$ cat config.mk
export PLATFORM = sky130hd
export DESIGN_NAME = fifo_ctrl_flat
export DESIGN_NICKNAME = d
export VERILOG_FILES = /design/src/rtl/fifo_ctrl_if.sv /design/src/rtl/fifo_ctrl.sv /design/src/flat_wrapper.sv
export SDC_FILE = /design/constraint.sdc
export NUM_CORES = 1
export LEC_CHECK = 0
export BUFFER_PORTS_ARGS = -buffer_cell sky130_fd_sc_hd__buf_2
export CORE_MARGIN = 2
export CORE_UTILIZATION = 30
export DETAILED_ROUTE_END_ITERATION = 10
export GPL_TIMING_DRIVEN = 0
export PLACE_DENSITY = 0.53
export RECOVER_POWER = 100
export SLEW_MARGIN = 25
export SYNTH_ARGS = -nofsm -noshare
export SYNTH_HDL_FRONTEND = slang
export SYNTH_SLANG_ARGS = --single-unit
$ cat constraint.sdc
create_clock -name clk -period 3.12 [get_ports clk]
set_clock_uncertainty 0.1 [all_clocks]
set_input_delay 0.156 -clock clk [delete_from_list [all_inputs] [get_ports clk]]
set_output_delay 0.156 -clock clk [all_outputs]
set_load 0.01 [all_outputs]
$ cat src/rtl/fifo_ctrl_if.sv
// Request/status bundle between the FIFO clients and fifo_ctrl.
// The master side drives requests; the slave (controller) drives RAM controls and flags.
interface fifo_ctrl_if #(
  parameter int unsigned DATA_DEPTH = 9
);
  logic                  flush;
  logic                  wr_req;
  logic                  rd_req;
  logic                  clr_err;
  logic                  ram_wr_en;
  logic [DATA_DEPTH-1:0] ram_waddr;
  logic                  ram_rd_en;
  logic [DATA_DEPTH-1:0] ram_raddr;
  logic                  full;
  logic                  empty;
  logic                  almost_full;
  logic                  almost_empty;
  logic [DATA_DEPTH:0]   count;
  logic                  overflow;
  logic                  underflow;

  modport master (
    output flush, wr_req, rd_req, clr_err,
    input  ram_wr_en, ram_waddr, ram_rd_en, ram_raddr,
    input  full, empty, almost_full, almost_empty, count, overflow, underflow
  );

  modport slave (
    input  flush, wr_req, rd_req, clr_err,
    output ram_wr_en, ram_waddr, ram_rd_en, ram_raddr,
    output full, empty, almost_full, almost_empty, count, overflow, underflow
  );
endinterface

$ cat src/rtl/fifo_ctrl.sv
// Single-clock FIFO pointer/flag controller for a show-ahead fifo_ram.
// Flags are computed from next-state pointers and registered.
module fifo_ctrl #(
  parameter int unsigned DATA_DEPTH = 9,
  parameter int unsigned AF_LEVEL   = (1 << DATA_DEPTH) - 4,
  parameter int unsigned AE_LEVEL   = 4
) (
  input  logic       clk,
  input  logic       rst_n,
  fifo_ctrl_if.slave bus
);

  localparam int unsigned PW = DATA_DEPTH + 1;

  logic [PW-1:0] wptr_q, wptr_d;
  logic [PW-1:0] rptr_q, rptr_d;
  logic [PW-1:0] count_q, count_d;
  logic          full_q, full_d;
  logic          empty_q, empty_d;
  logic          afull_q, afull_d;
  logic          aempty_q, aempty_d;
  logic          ovf_q, ovf_d;
  logic          udf_q, udf_d;
  logic          wa_c, ra_c;

  // Acceptance, next pointers, and flags derived from the next pointers
  always_comb begin
    wa_c     = bus.wr_req & ~full_q & ~bus.flush;
    ra_c     = bus.rd_req & ~empty_q & ~bus.flush;
    wptr_d   = wptr_q + PW'(wa_c);
    rptr_d   = rptr_q + PW'(ra_c);
    ovf_d    = ovf_q & ~bus.clr_err;
    udf_d    = udf_q & ~bus.clr_err;
    if (bus.flush) begin
      wptr_d = '0;
      rptr_d = '0;
    end else begin
      if (bus.wr_req & full_q)  ovf_d = 1'b1;
      if (bus.rd_req & empty_q) udf_d = 1'b1;
    end
    count_d  = wptr_d - rptr_d;
    full_d   = (wptr_d[PW-1] != rptr_d[PW-1]) &&
               (wptr_d[DATA_DEPTH-1:0] == rptr_d[DATA_DEPTH-1:0]);
    empty_d  = (wptr_d == rptr_d);
    afull_d  = (count_d >= PW'(AF_LEVEL));
    aempty_d = (count_d <= PW'(AE_LEVEL));
  end

  always_ff @(posedge clk or negedge rst_n) begin
    if (!rst_n) begin
      wptr_q   <= '0;
      rptr_q   <= '0;
      count_q  <= '0;
      full_q   <= 1'b0;
      empty_q  <= 1'b1;
      afull_q  <= 1'b0;
      aempty_q <= 1'b1;
      ovf_q    <= 1'b0;
      udf_q    <= 1'b0;
    end else begin
      wptr_q   <= wptr_d;
      rptr_q   <= rptr_d;
      count_q  <= count_d;
      full_q   <= full_d;
      empty_q  <= empty_d;
      afull_q  <= afull_d;
      aempty_q <= aempty_d;
      ovf_q    <= ovf_d;
      udf_q    <= udf_d;
    end
  end

  // Enables are gated by reset so nothing reaches the RAM while rst_n is low
  assign bus.ram_wr_en    = wa_c & rst_n;
  assign bus.ram_rd_en    = ra_c & rst_n;
  assign bus.ram_waddr    = wptr_q[DATA_DEPTH-1:0];
  assign bus.ram_raddr    = rptr_q[DATA_DEPTH-1:0];
  assign bus.full         = full_q;
  assign bus.empty        = empty_q;
  assign bus.almost_full  = afull_q;
  assign bus.almost_empty = aempty_q;
  assign bus.count        = count_q;
  assign bus.overflow     = ovf_q;
  assign bus.underflow    = udf_q;

endmodule
$ cat src/flat_wrapper.sv
// flat-port wrapper written by rule: the top's interface ports become plain ports
module fifo_ctrl_flat 
#(
  parameter int unsigned DATA_DEPTH = 9,
  parameter int unsigned AF_LEVEL   = (1 << DATA_DEPTH) - 4,
  parameter int unsigned AE_LEVEL   = 4
)
  (clk, rst_n, bus_flush, bus_wr_req, bus_rd_req, bus_clr_err, bus_ram_wr_en, bus_ram_waddr, bus_ram_rd_en, bus_ram_raddr, bus_full, bus_empty, bus_almost_full, bus_almost_empty, bus_count, bus_overflow, bus_underflow);
  fifo_ctrl_if #(.DATA_DEPTH(DATA_DEPTH)) bus_i ();
  input  logic clk;
  input  logic rst_n;
  input wire logic [$bits(bus_i.flush)-1:0] bus_flush;
  input wire logic [$bits(bus_i.wr_req)-1:0] bus_wr_req;
  input wire logic [$bits(bus_i.rd_req)-1:0] bus_rd_req;
  input wire logic [$bits(bus_i.clr_err)-1:0] bus_clr_err;
  output wire logic [$bits(bus_i.ram_wr_en)-1:0] bus_ram_wr_en;
  output wire logic [$bits(bus_i.ram_waddr)-1:0] bus_ram_waddr;
  output wire logic [$bits(bus_i.ram_rd_en)-1:0] bus_ram_rd_en;
  output wire logic [$bits(bus_i.ram_raddr)-1:0] bus_ram_raddr;
  output wire logic [$bits(bus_i.full)-1:0] bus_full;
  output wire logic [$bits(bus_i.empty)-1:0] bus_empty;
  output wire logic [$bits(bus_i.almost_full)-1:0] bus_almost_full;
  output wire logic [$bits(bus_i.almost_empty)-1:0] bus_almost_empty;
  output wire logic [$bits(bus_i.count)-1:0] bus_count;
  output wire logic [$bits(bus_i.overflow)-1:0] bus_overflow;
  output wire logic [$bits(bus_i.underflow)-1:0] bus_underflow;
  assign bus_i.flush = bus_flush;
  assign bus_i.wr_req = bus_wr_req;
  assign bus_i.rd_req = bus_rd_req;
  assign bus_i.clr_err = bus_clr_err;
  assign bus_ram_wr_en = bus_i.ram_wr_en;
  assign bus_ram_waddr = bus_i.ram_waddr;
  assign bus_ram_rd_en = bus_i.ram_rd_en;
  assign bus_ram_raddr = bus_i.ram_raddr;
  assign bus_full = bus_i.full;
  assign bus_empty = bus_i.empty;
  assign bus_almost_full = bus_i.almost_full;
  assign bus_almost_empty = bus_i.almost_empty;
  assign bus_count = bus_i.count;
  assign bus_overflow = bus_i.overflow;
  assign bus_underflow = bus_i.underflow;
  fifo_ctrl #(.DATA_DEPTH(DATA_DEPTH), .AF_LEVEL(AF_LEVEL), .AE_LEVEL(AE_LEVEL)) u_core (.clk(clk), .rst_n(rst_n), .bus(bus_i));
endmodule
After elaboration in Yosys (flattened, before gate mapping)
Cells that the tools add are included.
{ "totals": {"ff_bits": 36, "out_inout_bits": 36, "wordCells": 38} }
{ "classes": {"add_sub_neg": 3, "magnitude_cmp": 2, "n_eq_ne": 3, "muxes": 6, "bitwise": 14, "n_reduce_logical": 1} }
{ "ops": {"columns": ["op", "n"], "rows": [
  ["adder 10 x 1 -> 10 bit", 2],
  ["two-way mux 10 bit", 2],
  ["AND 1 bit", 10],
  ["equality test 10 bit", 1],
  ["greater-or-equal comparator 10 x 9 -> 1 bit (second input constant)", 1],
  ["less-or-equal comparator 10 x 3 -> 1 bit (second input constant)", 1],
  ["subtractor 10 bit", 1],
  ["equality test 9 bit", 1],
  ["two-way mux 1 bit", 4],
  ["inverter 1 bit", 4],
  ["logical AND 1 bit", 1],
  ["!= test 1 bit", 1]
]} }

Longest topological paths before layout
Gate-level depths: netlist of the first run.
{ "depth": {"word_depth": 7, "depth_mapped": 14, "ltp_nobuf": 14} }

Least setup slack after synthesis of the first run
OpenSTA, ideal clock, no wires.
{ "synth_path": {"path_type": "register to register", "startpoint": "reg u_core.empty_q, in the netlist u_core.bus.empty", "endpoint": "reg u_core.aempty_q, in the netlist u_core.bus.almost_empty", "t_arrival_ns": 2.866, "required_time_ns": 2.930, "setup_slack_ns": 0.064, "path_stages_with_launch": 14, "cell_sequence": "dfstp_2 > nor3b_1 > ha_1 > ha_1 > nand3_1 > xor2_1 > or2_2 > ha_1 > a21o_1 > a21o_1 > a21oi_1 > o21ai_0 > xnor2_1 > nor4_2"} }
{ "synth_via": {"elab_chain_len": 7} }
{ "synth_rtl": {"columns": ["item", "line", "source"], "rows": [
  ["from (decl)", "fifo_ctrl.sv:19", "logic empty_q, empty_d;"],
  ["from (signal assigned)", "fifo_ctrl.sv:65", "empty_q <= empty_d;"],
  ["inverter 1 bit", "fifo_ctrl.sv:29", "ra_c = bus.rd_req & ~empty_q & ~bus.flush;"],
  ["AND 1 bit (2 in series)", "fifo_ctrl.sv:29", null],
  ["adder 10 x 1 -> 10 bit", "fifo_ctrl.sv:31", "rptr_d = rptr_q + PW'(ra_c);"],
  ["two-way mux 10 bit", "fifo_ctrl.sv:34", "if (bus.flush) begin"],
  ["subtractor 10 bit", "fifo_ctrl.sv:41", "count_d = wptr_d - rptr_d;"],
  ["net u_core.count_d[9]", "fifo_ctrl.sv:17", "logic [PW-1:0] count_q, count_d;"],
  ["less-or-equal comparator 10 x 3 -> 1 bit", "fifo_ctrl.sv:46", "aempty_d = (count_d <= PW'(AE_LEVEL));"],
  ["net u_core.aempty_d", "fifo_ctrl.sv:21", "logic aempty_q, aempty_d;"],
  ["to (signal assigned)", "fifo_ctrl.sv:67", "aempty_q <= aempty_d;"],
  ["to (decl)", "fifo_ctrl.sv:21", null]
]} }
The timed path passes the listed nets, and every way through them passes these cells.

Worst setup path in the final report of the first run
{ "layout_path": {"startpoint": "reg u_core.full_q, in the netlist u_core.bus.full", "endpoint": "reg u_core.aempty_q, in the netlist u_core.bus.almost_empty"} }
{ "layout_via": {"elab_chain_len": 7} }
{ "layout_rtl": {"columns": ["item", "line", "source"], "rows": [
  ["from (decl)", "fifo_ctrl.sv:18", "logic full_q, full_d;"],
  ["from (signal assigned)", "fifo_ctrl.sv:64", "full_q <= full_d;"],
  ["inverter 1 bit", "fifo_ctrl.sv:28", "wa_c = bus.wr_req & ~full_q & ~bus.flush;"],
  ["AND 1 bit (2 in series)", "fifo_ctrl.sv:28", null],
  ["adder 10 x 1 -> 10 bit", "fifo_ctrl.sv:30", "wptr_d = wptr_q + PW'(wa_c);"],
  ["two-way mux 10 bit", "fifo_ctrl.sv:34", null],
  ["net u_core.wptr_d[1]", "fifo_ctrl.sv:15", "logic [PW-1:0] wptr_q, wptr_d;"],
  ["subtractor 10 bit", "fifo_ctrl.sv:41", null],
  ["less-or-equal comparator 10 x 3 -> 1 bit", "fifo_ctrl.sv:46", null],
  ["net u_core.aempty_d", "fifo_ctrl.sv:21", null]
]} }
The timed path passes the listed nets, and every way through them passes these cells.

==> results.json, run 1 <==
{
  "gp_congestion": 0.7566,
  "rr_worst_depth": 13,
  "use_met1_pct": 16.75,
  "clkTransAtPathRegs_ps": 80,
  "hp-class": "primary input to register",
  "io_buffers": 41,
  "ys_warn_count": 0,
  "firstDrtPassIters": 4,
  "reg2reg_from": "u_core.bus.full$_DFF_PN0_",
  "clockPowerShare_pct": 33.6,
  "required_ps": 3230,
  "combPwrFrac_pct": 14.4,
  "ys_seq_area_share_pct": 44.62,
  "swShare_pct": 26.97,
  "drtIter0Drc": 58,
  "io_pins": 42,
  "vias_per_cell": 4.507,
  "synthXorXnorAreaFrac_pct": 10.32,
  "crit_path_start_kind": "register",
  "die_h_um": 86.15,
  "drt-wirelength-per-cell_um": 13.61,
  "grt.met3_usage_pct": 2.984,
  "syn_area_mm2": 0.002024,
  "period_share_pct": 96.40,
  "cpPeakStageDelay_ps": 390,
  "ant_nets": 0,
  "synth_top_family_by_area": "simple AND/OR/NAND/NOR gates",
  "clock_latency_ps": 290,
  "pwr-share-seq_pct": 52.1,
  "num_rows": 29,
  "grt_max_degree": 39,
  "min_period_ps": 3008,
  "track_usage_pct": 13.02,
  "overflow": 0,
  "grt_pass1_wl_um": 7320,
  "num_vias": 1519,
  "hold_violations": 0,
  "p_sw_mw": 0.2637,
  "cp_max_fo": 3,
  "dp_hpwl_um": 3336,
  "start_util_pct": 31.52,
  "nNetsFinal": 279,
  "antenna_found_initial": 0,
  "drive_gt1_share_pct": 41.15,
  "synthesis.nets": 220,
  "slew_violations": 0,
  "synthAdderAreaFrac_pct": 9.023,
  "syn_avg_cell_area_um2": 10.12,
  "regToRegEndpoint": "u_core.bus.almost_empty$_DFF_PN1_",
  "cts_tree": "built",
  "endpoint": "u_core.bus.almost_empty$_DFF_PN1_",
  "rsz0062_at_grt": "yes",
  "reg2reg_setup_slack_ps": 110,
  "busiest_layer": "met2",
  "path_class": "register to register",
  "root_buffer": "clkbuf_8",
  "crit_path_start": "u_core.bus.full$_DFF_PN0_",
  "tightestPinTransition_ps": 825.5,
  "synth-edff-count": 0,
  "internal_power_mw": 0.7140,
  "core-area_mm2": 0.006422,
  "route.detailed.drc": 0,
  "power_mw": 0.9777,
  "ys_dominant_reg_cell": "dfrtp_1",
  "critical_path.cell_chain": "nor3b_2 -> ha_2 -> ha_4 -> nand2b_4 -> inv_1 -> ha_4 -> nor2b_2 -> o31a_1 -> o21ai_2 -> nor2b_4 -> xor2_2 -> nand3_1 -> nor4_2",
  "hold_ws_ps": 9.925,
  "cts_buffers": 5,
  "p_leak_nw": 1.446,
  "end_kind": "register",
  "synth-async-reset-ratio_pct": 100.0,
  "yosys.area_share.simple_pct": 18.79,
  "fin_util_pct": 42.45,
  "area_growth_syn_to_layout_pct": 34.67,
  "peakVddDrop_mv": 0.1694,
  "cts.sink_count": 36,
  "synth_mux_area_share_pct": 0,
  "synth_cells": 200,
  "die-area_mm2": 0.007421,
  "htree_levels": 2,
  "ys_types": 33,
  "die_width_um": 86.15,
  "max_freq_mhz": 332.5,
  "cpMostUsedCell": "ha_4",
  "drv_cap": 0,
  "setup_viol": 0,
  "status": "finished clean",
  "slowest_stage": "dfrtp_1",
  "clockBufferDepth": 2,
  "worstPathArrival_ps": 3120,
  "synth-compound-area-share_pct": 7.046,
  "maxSlewHeadroom_pct": 44.97,
  "antenna_cells": 0,
  "timing.setup.tns_ps": 0,
  "drt-total-wl_um": 4588,
  "fill_cells": 630,
  "cellPowerDensity_mw_per_mm2": 358.6,
  "grt_pass1_vias": 1500,
  "synth_seq_cells": 36,
  "use_met2_pct": 20.72
}
sequential cells by signal, indices dropped and copies added, names as in the netlist:
name and count:
u_core.bus.empty 1, u_core.rptr_q 10, u_core.bus.count 10, u_core.wptr_q 10, u_core.bus.overflow 1, u_core.bus.underflow 1
u_core.bus.full 1, u_core.bus.almost_empty 1, u_core.bus.almost_full 1
how the worst min path moves through the flow:
stage	from	endpoint	slack, ps	depth (start not counted)
2_1_floorplan	rst_n	u_core.bus.almost_full$_DFF_PN0_	-240	0
3_3_place_gp	rst_n	u_core.rptr_q[5]$_DFF_PN0_	210	1
3_5_place_dp	rst_n	u_core.bus.count[3]$_DFF_PN0_	220	1
4_1_cts	bus_rd_req	u_core.bus.underflow$_DFF_PN0_	9	3
5_1_grt	bus_wr_req	u_core.bus.overflow$_DFF_PN0_	40	3
6_report	bus_wr_req	u_core.bus.overflow$_DFF_PN0_	10	3
cells in the mapped netlist (6+ instances only):
| cell | n | area (µm²) |
|---|---|---|
| and3_1 | 6 | 37.54 |
| dfrtp_1 | 34 | 850.8 |
| or2_2 | 6 | 37.54 |
| o21ai_0 | 9 | 45.04 |
| buf_4 | 18 | 135.1 |
| ha_1 | 13 | 162.7 |
| nand3_1 | 8 | 40.04 |
| xor2_1 | 12 | 105.1 |
| inv_1 | 17 | 63.81 |
| xnor2_1 | 10 | 87.58 |
| nor2_1 | 14 | 52.55 |
metrics by stage:
stage | cells | instance area, µm² | worst slack (ps)
after floorplan | 200 | 2024 | 63.55
after global placement | 318 | 2326 | -398.1
after detailed placement | 318 | 2326 | -391.8
after CTS | 331 | 2609 | 14.75
after global routing | 337 | 2726 | -80.24
final | 337 | 2726 | 112.2
what timing repair did:
item,CTS,global route
endpoints found under the setup margin,7,4
setup buffers,3,6
pin swaps,8,17
hold buffers,2,0
endpoints found under the hold margin,36,0
cloned,0,0
resized for setup,27,18
power groups by stage:
stage          clock (mW)  combinational [mW]  sequential (mW)
5_1_grt             0.355               0.158            0.513
4_1_cts             0.336               0.136            0.508
2_1_floorplan           0              0.0569            0.528
3_3_place_gp            0               0.125            0.516
6_report            0.328               0.141            0.509
3_5_place_dp            0               0.125            0.516
logic make-up (layout without fill, tap and decap cells):
group / count (synthesis) / count (layout)
AO/OA/AOI/OAI: 23 / 23
XOR/XNOR: 23 / 23
adder cells (fa/ha/maj): 14 / 14
buffers and inverters: 37 / 97
flip-flops: 36 / 36
AND/OR/NAND/NOR: 67 / 67
cell type report:
| class | instances | area, µm² | area share, % |
|---|---|---|---|
| sequential | 36 | 903.4 | 33.13 |
| buffer | 20 | 142.6 | 5.232 |
| clock inverter | 3 | 18.77 | 0.6884 |
| timing repair buffer | 52 | 276.5 | 10.14 |
| multi-input combinational | 127 | 1156 | 42.40 |
| clock buffer | 5 | 68.82 | 2.524 |
| tap | 77 | 96.34 | 3.534 |
| inverter | 17 | 63.81 | 2.341 |
critical path, delay by kind of cell (launching register included):
| family | cells | cell delay, ps |
|---|---|---|
| compound gates | 2 | 490 |
| xor+xnor | 1 | 170 |
| flops | 1 | 390 |
| simple gates | 6 | 1020 |
| buf+inv | 1 | 80 |
| fa+ha+maj | 3 | 680 |
routing by layer:
layer  vias up  part of all wire (%)
li1        764                     -
met1       722                    44
met2        26                    50
met3         7                   3.3
met4         0                   2.2
met5         -                     0
layout by cell type, fill, tap and decap left out, types with 3 or more instances in the layout:
master and count:
a21o_1 3, a21oi_1 3, and2_1 3, and3_1 5, buf_2 28, buf_4 27
clkbuf_1 15, clkbuf_8 5, dfrtp_1 34, ha_1 3, ha_4 9, inv_1 17
nand2_1 5, nand2b_1 3, nand3_1 7, nand4_1 3, nor2_1 10, nor2_2 4
o21a_1 3, o21ai_0 5, or2_2 4, xnor2_1 6, xnor2_2 4, xor2_1 11
No activity file was read; power rests on OpenSTA's default activity.
==> inputs of run 2 (changes only) <==
--- a/config.mk
+++ b/config.mk
@@ -5,7 +5,7 @@
 export SDC_FILE = /design/constraint.sdc
 export NUM_CORES = 1
 export LEC_CHECK = 0
-export BUFFER_PORTS_ARGS = -buffer_cell sky130_fd_sc_hd__buf_2
+export BUFFER_PORTS_ARGS = -buffer_cell sky130_fd_sc_hd__clkbuf_2
 export CORE_MARGIN = 2
 export CORE_UTILIZATION = 30
 export DETAILED_ROUTE_END_ITERATION = 10
==> run 2 against run 1 <==
Net effect: utilization increased by 0.74 points; global-route usage is 0.078 points higher; count of clock-buffer cells in the layout increased by 2.
==> results.json, run 2 (synthesized netlist as in run 1, its figures left out) <==
{
  "drv_cap": 0,
  "dp.cells": 318,
  "p_sw_mw": 0.2594,
  "ant_nets": 0,
  "required_ps": 3220,
  "holdPathStages": 3,
  "drt-total-wl_um": 4465,
  "reg2reg_from": "u_core.bus.full$_DFF_PN0_",
  "peakVddDrop_mv": 0.2067,
  "cts.sink_count": 36,
  "drive_gt1_share_pct": 44.15,
  "hp-class": "primary input to register",
  "gp_congestion": 0.7425,
  "maxSlewHeadroom_pct": 45.01,
  "cpPeakStageDelay_ps": 410,
  "cellPowerDensity_mw_per_mm2": 360.9,
  "rr_worst_depth": 14,
  "setup_viol": 0,
  "grt_max_degree": 39,
  "end_kind": "register",
  "nNetsFinal": 284,
  "vias_per_cell": 4.430,
  "drtIter0Drc": 67,
  "p_leak_nw": 1.459,
  "cp_max_fo": 3,
  "drt-wirelength-per-cell_um": 13.06,
  "layoutNonFillerInstCount": 342,
  "cts_buffers": 5,
  "regToRegEndpoint": "u_core.bus.almost_empty$_DFF_PN1_",
  "hold_violations": 0,
  "power_mw": 1.001,
  "status": "finished clean",
  "reg2reg_setup_slack_ps": 50,
  "layout_commonest_cell": "dfrtp_1",
  "fin_util_pct": 43.19,
  "worstPathArrival_ps": 3170,
  "grt_pass1_wl_um": 7348,
  "io_buffers": 41,
  "clock_latency_ps": 290,
  "die_width_um": 86.15,
  "firstDrtPassIters": 4,
  "overflow": 0,
  "track_usage_pct": 13.09,
  "rsz0062_at_grt": "yes",
  "core-area_mm2": 0.006422,
  "htree_levels": 2,
  "period_share_pct": 98.42,
  "swShare_pct": 25.91,
  "clockBufferDepth": 2,
  "clockPowerShare_pct": 34.7,
  "combPwrFrac_pct": 14.4,
  "max_freq_mhz": 325.7,
  "crit_path_start_kind": "register",
  "min-delay-start": "bus_rd_req",
  "area_growth_syn_to_layout_pct": 37.02,
  "route.detailed.drc": 0,
  "die-area_mm2": 0.007421,
  "num_vias": 1515,
  "layout_common_cells": "dfrtp_1, buf_4, clkbuf_2",
  "grt_pass1_vias": 1465,
  "placedInstanceArea_mm2": 0.002326,
  "antenna_cells": 0,
  "antenna_found_initial": 0,
  "slowest_stage": "dfrtp_1",
  "min_period_ps": 3071,
  "start_util_pct": 31.52,
  "die_h_um": 86.15,
  "dp_hpwl_um": 3267,
  "num_rows": 29,
  "timing.setup.tns_ps": 0,
  "internal_power_mw": 0.7417,
  "hold_path_end": "u_core.bus.underflow$_DFF_PN0_",
  "path_class": "register to register",
  "cts_tree": "built",
  "design_area_mm2": 0.002774,
  "critical_path.cell_chain": "nor3b_2 -> ha_2 -> ha_4 -> and3_4 -> nand3_1 -> xor2_1 -> nor2_2 -> ha_4 -> a21o_1 -> a21o_1 -> a21oi_2 -> o21ai_2 -> xnor2_2 -> nor4_2",
  "pwr-share-seq_pct": 50.9,
  "root_buffer": "clkbuf_8",
  "slew_violations": 0,
  "io_pins": 42,
  "clkTransAtPathRegs_ps": 80,
  "tightestPinTransition_ps": 824.8
}
-- run 2: critical path: cells and delay by family, from the launching register on --
| kind | cells | cell delay, ps |
|---|---|---|
| and+or+nand+nor | 5 | 950 |
| adders and majority gates | 3 | 620 |
| AOI/OAI and AO/OA | 4 | 580 |
| DFF | 1 | 410 |
| xor gates and xnor gates | 2 | 320 |
-- run 2: cell type report --
cell class | count | area [µm²]
plain buffers | 20 | 142.6
repair buffers | 57 | 321.6
fillers | 626 | 3649
well taps | 77 | 96.34
inverters | 17 | 63.81
clock inverters | 1 | 7.507
multi-input cells | 127 | 1152
flip-flops and latches | 36 | 903.4
clock buffers | 7 | 86.33
-- run 2: stage by stage --
stage	setup WS (ps)	hold slack (ps)
after floorplan	63.55	-239.6
after global placement	-411.2	248.9
after detailed placement	-411.1	252.9
after CTS	0.5047	2.713
after global routing	-90.66	28.75
final	49.43	19.38
-- run 2: power by group through the flow --
stage	sequential, mW	clock (mW)	combinational, mW
2_1_floorplan	0.528	0	0.0569
3_3_place_gp	0.517	0	0.125
3_5_place_dp	0.517	0	0.124
4_1_cts	0.509	0.358	0.138
5_1_grt	0.513	0.384	0.164
6_report	0.509	0.347	0.144
-- run 2: worst max-delay path by stage --
| stage | cells after the start | from | to | slack, ps |
|---|---|---|---|---|
| after floorplan | 13 | u_core.bus.empty$_DFF_PN1_ | u_core.bus.almost_empty$_DFF_PN1_ | 60 |
| after global placement | 14 | u_core.bus.empty$_DFF_PN1_ | u_core.bus.almost_full$_DFF_PN0_ | -410 |
| after detailed placement | 13 | u_core.bus.empty$_DFF_PN1_ | u_core.bus.almost_empty$_DFF_PN1_ | -410 |
| after CTS | 13 | u_core.bus.full$_DFF_PN0_ | u_core.bus.almost_empty$_DFF_PN1_ | 0.5 |
| after global routing | 14 | u_core.bus.full$_DFF_PN0_ | u_core.bus.almost_empty$_DFF_PN1_ | -90 |
| final | 14 | u_core.bus.full$_DFF_PN0_ | u_core.bus.almost_empty$_DFF_PN1_ | 50 |
-- run 2: routing by layer --
| metal | up-vias | GRT usage, % | wire length [µm] |
|---|---|---|---|
| met4 | 0 | 6.782 | 107 |
| met2 | 24 | 20.01 | 2164 |
| met5 | - | 0 | 0 |
| met1 | 712 | 17.52 | 2068 |
| met3 | 7 | 2.599 | 125 |
| li1 | 772 | - | - |
-- run 2: repair_timing --
action,in CTS,in global routing
gates resized for setup,29,17
setup buffers,4,10
hold endpoints to repair,36,0
pin swaps,9,18
setup endpoints to repair,6,3
hold buffers,2,0
==> inputs of run 3 (changes only) <==
--- a/config.mk
+++ b/config.mk
@@ -7,11 +7,10 @@
 export LEC_CHECK = 0
 export BUFFER_PORTS_ARGS = -buffer_cell sky130_fd_sc_hd__clkbuf_2
 export CORE_MARGIN = 2
-export CORE_UTILIZATION = 30
+export CORE_UTILIZATION = 49
 export DETAILED_ROUTE_END_ITERATION = 10
 export GPL_TIMING_DRIVEN = 0
-export PLACE_DENSITY = 0.53
-export RECOVER_POWER = 100
+export PLACE_DENSITY = 0.77
 export SLEW_MARGIN = 25
 export SYNTH_ARGS = -nofsm -noshare
 export SYNTH_HDL_FRONTEND = slang
==> run 3 against run 2 <==
Net effect: cell area shrank 3.9%; worst setup slack lost 29 ps; utilization grew 23 points; non-clock buffer count shrank 4; combinational power is essentially flat; global-route usage grew 6.9 points; count of clock-buffer cells in the layout is the same; maximum frequency shrank 0.94%; sequential power is essentially flat; critical path depth shrank 1; clock power shrank 9.8%; critical endpoint unchanged.
==> results.json, run 3 (synthesized netlist as in run 1, its figures left out) <==
{
  "rsz0062_at_grt": "yes",
  "route.detailed.drc": 0,
  "required_ps": 3220,
  "slowest_stage": "dfstp_2",
  "htree_levels": 2,
  "vias_per_cell": 5.003,
  "dp_hpwl_um": 2903,
  "clockBufferDepth": 2,
  "clkTransAtPathRegs_ps": 70,
  "critical_path.cell_chain": "nor3b_2 -> ha_2 -> ha_4 -> xor2_1 -> nand2b_1 -> ha_4 -> nor2b_1 -> o31a_1 -> o21ai_1 -> nand2b_1 -> xnor2_2 -> nand3_1 -> nor4_2",
  "cts.sink_count": 36,
  "layout_commonest_cell": "clkbuf_2",
  "peakVddDrop_mv": 0.2565,
  "grt_pass1_vias": 1410,
  "max_freq_mhz": 322.6,
  "maxSlewHeadroom_pct": 46.85,
  "antenna_found_initial": 0,
  "io_pins": 42,
  "clockPowerShare_pct": 32.5,
  "crit_path_start_kind": "register",
  "cp_max_fo": 5,
  "track_usage_pct": 19.95,
  "drv_cap": 0,
  "ant_nets": 0,
  "hold_ws_ps": 19.75,
  "grt_pass1_wl_um": 6534,
  "nNetsFinal": 280,
  "path_class": "register to register",
  "min_period_ps": 3100,
  "internal_power_mw": 0.7172,
  "hold_violations": 0,
  "tightestPinTransition_ps": 797.3,
  "io_buffers": 41,
  "swShare_pct": 25.56,
  "status": "finished clean",
  "num_rows": 23,
  "clock_latency_ps": 290,
  "start_util_pct": 50.61,
  "combPwrFrac_pct": 14.9,
  "drt-total-wl_um": 4587,
  "core-area_mm2": 0.004000,
  "period_share_pct": 99.35,
  "cts_tree": "built",
  "cpPeakStageDelay_ps": 380,
  "p_leak_nw": 1.448,
  "overflow": 0,
  "root_buffer": "clkbuf_8",
  "num_vias": 1556,
  "drtIter0Drc": 54,
  "firstDrtPassIters": 4,
  "worstPathArrival_ps": 3200,
  "grt_max_degree": 39,
  "die_width_um": 68.28,
  "fin_util_pct": 66.63,
  "layout_common_cells": "clkbuf_2, dfrtp_1, buf_4",
  "timing.setup.tns_ps": 0,
  "busiest_layer": "met2",
  "drive_gt1_share_pct": 43.68,
  "power_mw": 0.9635,
  "die-area_mm2": 0.004661,
  "pwr-share-seq_pct": 52.6,
  "die_h_um": 68.28,
  "setup_viol": 0,
  "reg2reg_setup_slack_ps": 20,
  "antenna_cells": 0,
  "drt-wirelength-per-cell_um": 14.75,
  "hp-class": "primary input to register",
  "slew_violations": 0,
  "end_kind": "register",
  "p_sw_mw": 0.2463,
  "gp_congestion": 0.7588,
  "use_met2_pct": 28.88,
  "cts_buffers": 5,
  "area_growth_syn_to_layout_pct": 31.64,
  "use_met1_pct": 26.46,
  "cellPowerDensity_mw_per_mm2": 361.5,
  "path_buf_inv": 0,
  "grt.met3_usage_pct": 4.934,
  "critPathTopFamily": "simple AND/OR/NAND/NOR gates"
}
## run 3: final cells by class
type | instances | area [µm²]
buffer | 20 | 142.6
tap | 50 | 62.56
fill | 297 | 1335
timing repair buffer | 53 | 300.3
multi-input combinational | 127 | 1111
sequential | 36 | 903.4
inverter | 17 | 63.81
clock buffer | 7 | 76.32
clock inverter | 1 | 5.005
## run 3: final timing paths
path / end / cells past startpoint / from
setup / recovery: u_core.bus.almost_empty$_DFF_PN1_ / 13 / u_core.bus.empty$_DFF_PN1_
hold / removal: u_core.bus.overflow$_DFF_PN0_ / 3 / bus_wr_req
setup reg to reg: u_core.bus.almost_empty$_DFF_PN1_ / 13 / u_core.bus.empty$_DFF_PN1_
hold reg to reg: u_core.bus.overflow$_DFF_PN0_ / 2 / u_core.bus.overflow$_DFF_PN0_
max in group asynchronous: u_core.bus.count[0]$_DFF_PN0_ / 2 / rst_n
min in group asynchronous: u_core.rptr_q[1]$_DFF_PN0_ / 2 / rst_n
## run 3: timing repair
action	in CTS	in global routing
setup endpoints to repair	4	4
hold buffers	2	0
resized for setup	14	24
endpoints found under the hold margin	36	0
pin swaps	5	18
cloned	0	0
buffers inserted	1	9
## run 3: tightest hold or removal path, stage by stage
cell	delay, ps
clkbuf_2	90
nand3b_1	70
o21ai_0	60
## run 3: power groups by stage
stage / Clock, mW / Combinational, mW / Sequential, mW
after CTS: 0.323 / 0.129 / 0.508
after global routing: 0.340 / 0.159 / 0.509
after floorplan: 0 / 0.0569 / 0.528
after detailed placement: 0 / 0.123 / 0.516
after global placement: 0 / 0.121 / 0.516
final: 0.313 / 0.143 / 0.507
## run 3: metal layers
layer	up-vias	share of wire, %
met1	739	43
met4	0	3.1
li1	764	-
met5	-	0
met3	11	3.7
met2	42	50
## run 3: stage by stage
step                cells  setup WS [ps]  instance area [µm²]
global placement      291         -268.2                 2292
floorplan             200          63.55                 2024
detailed placement    291         -283.7                 2292
finish                311          20.28                 2665
CTS                   302         -34.72                 2466
global route          311         -135.6                 2665
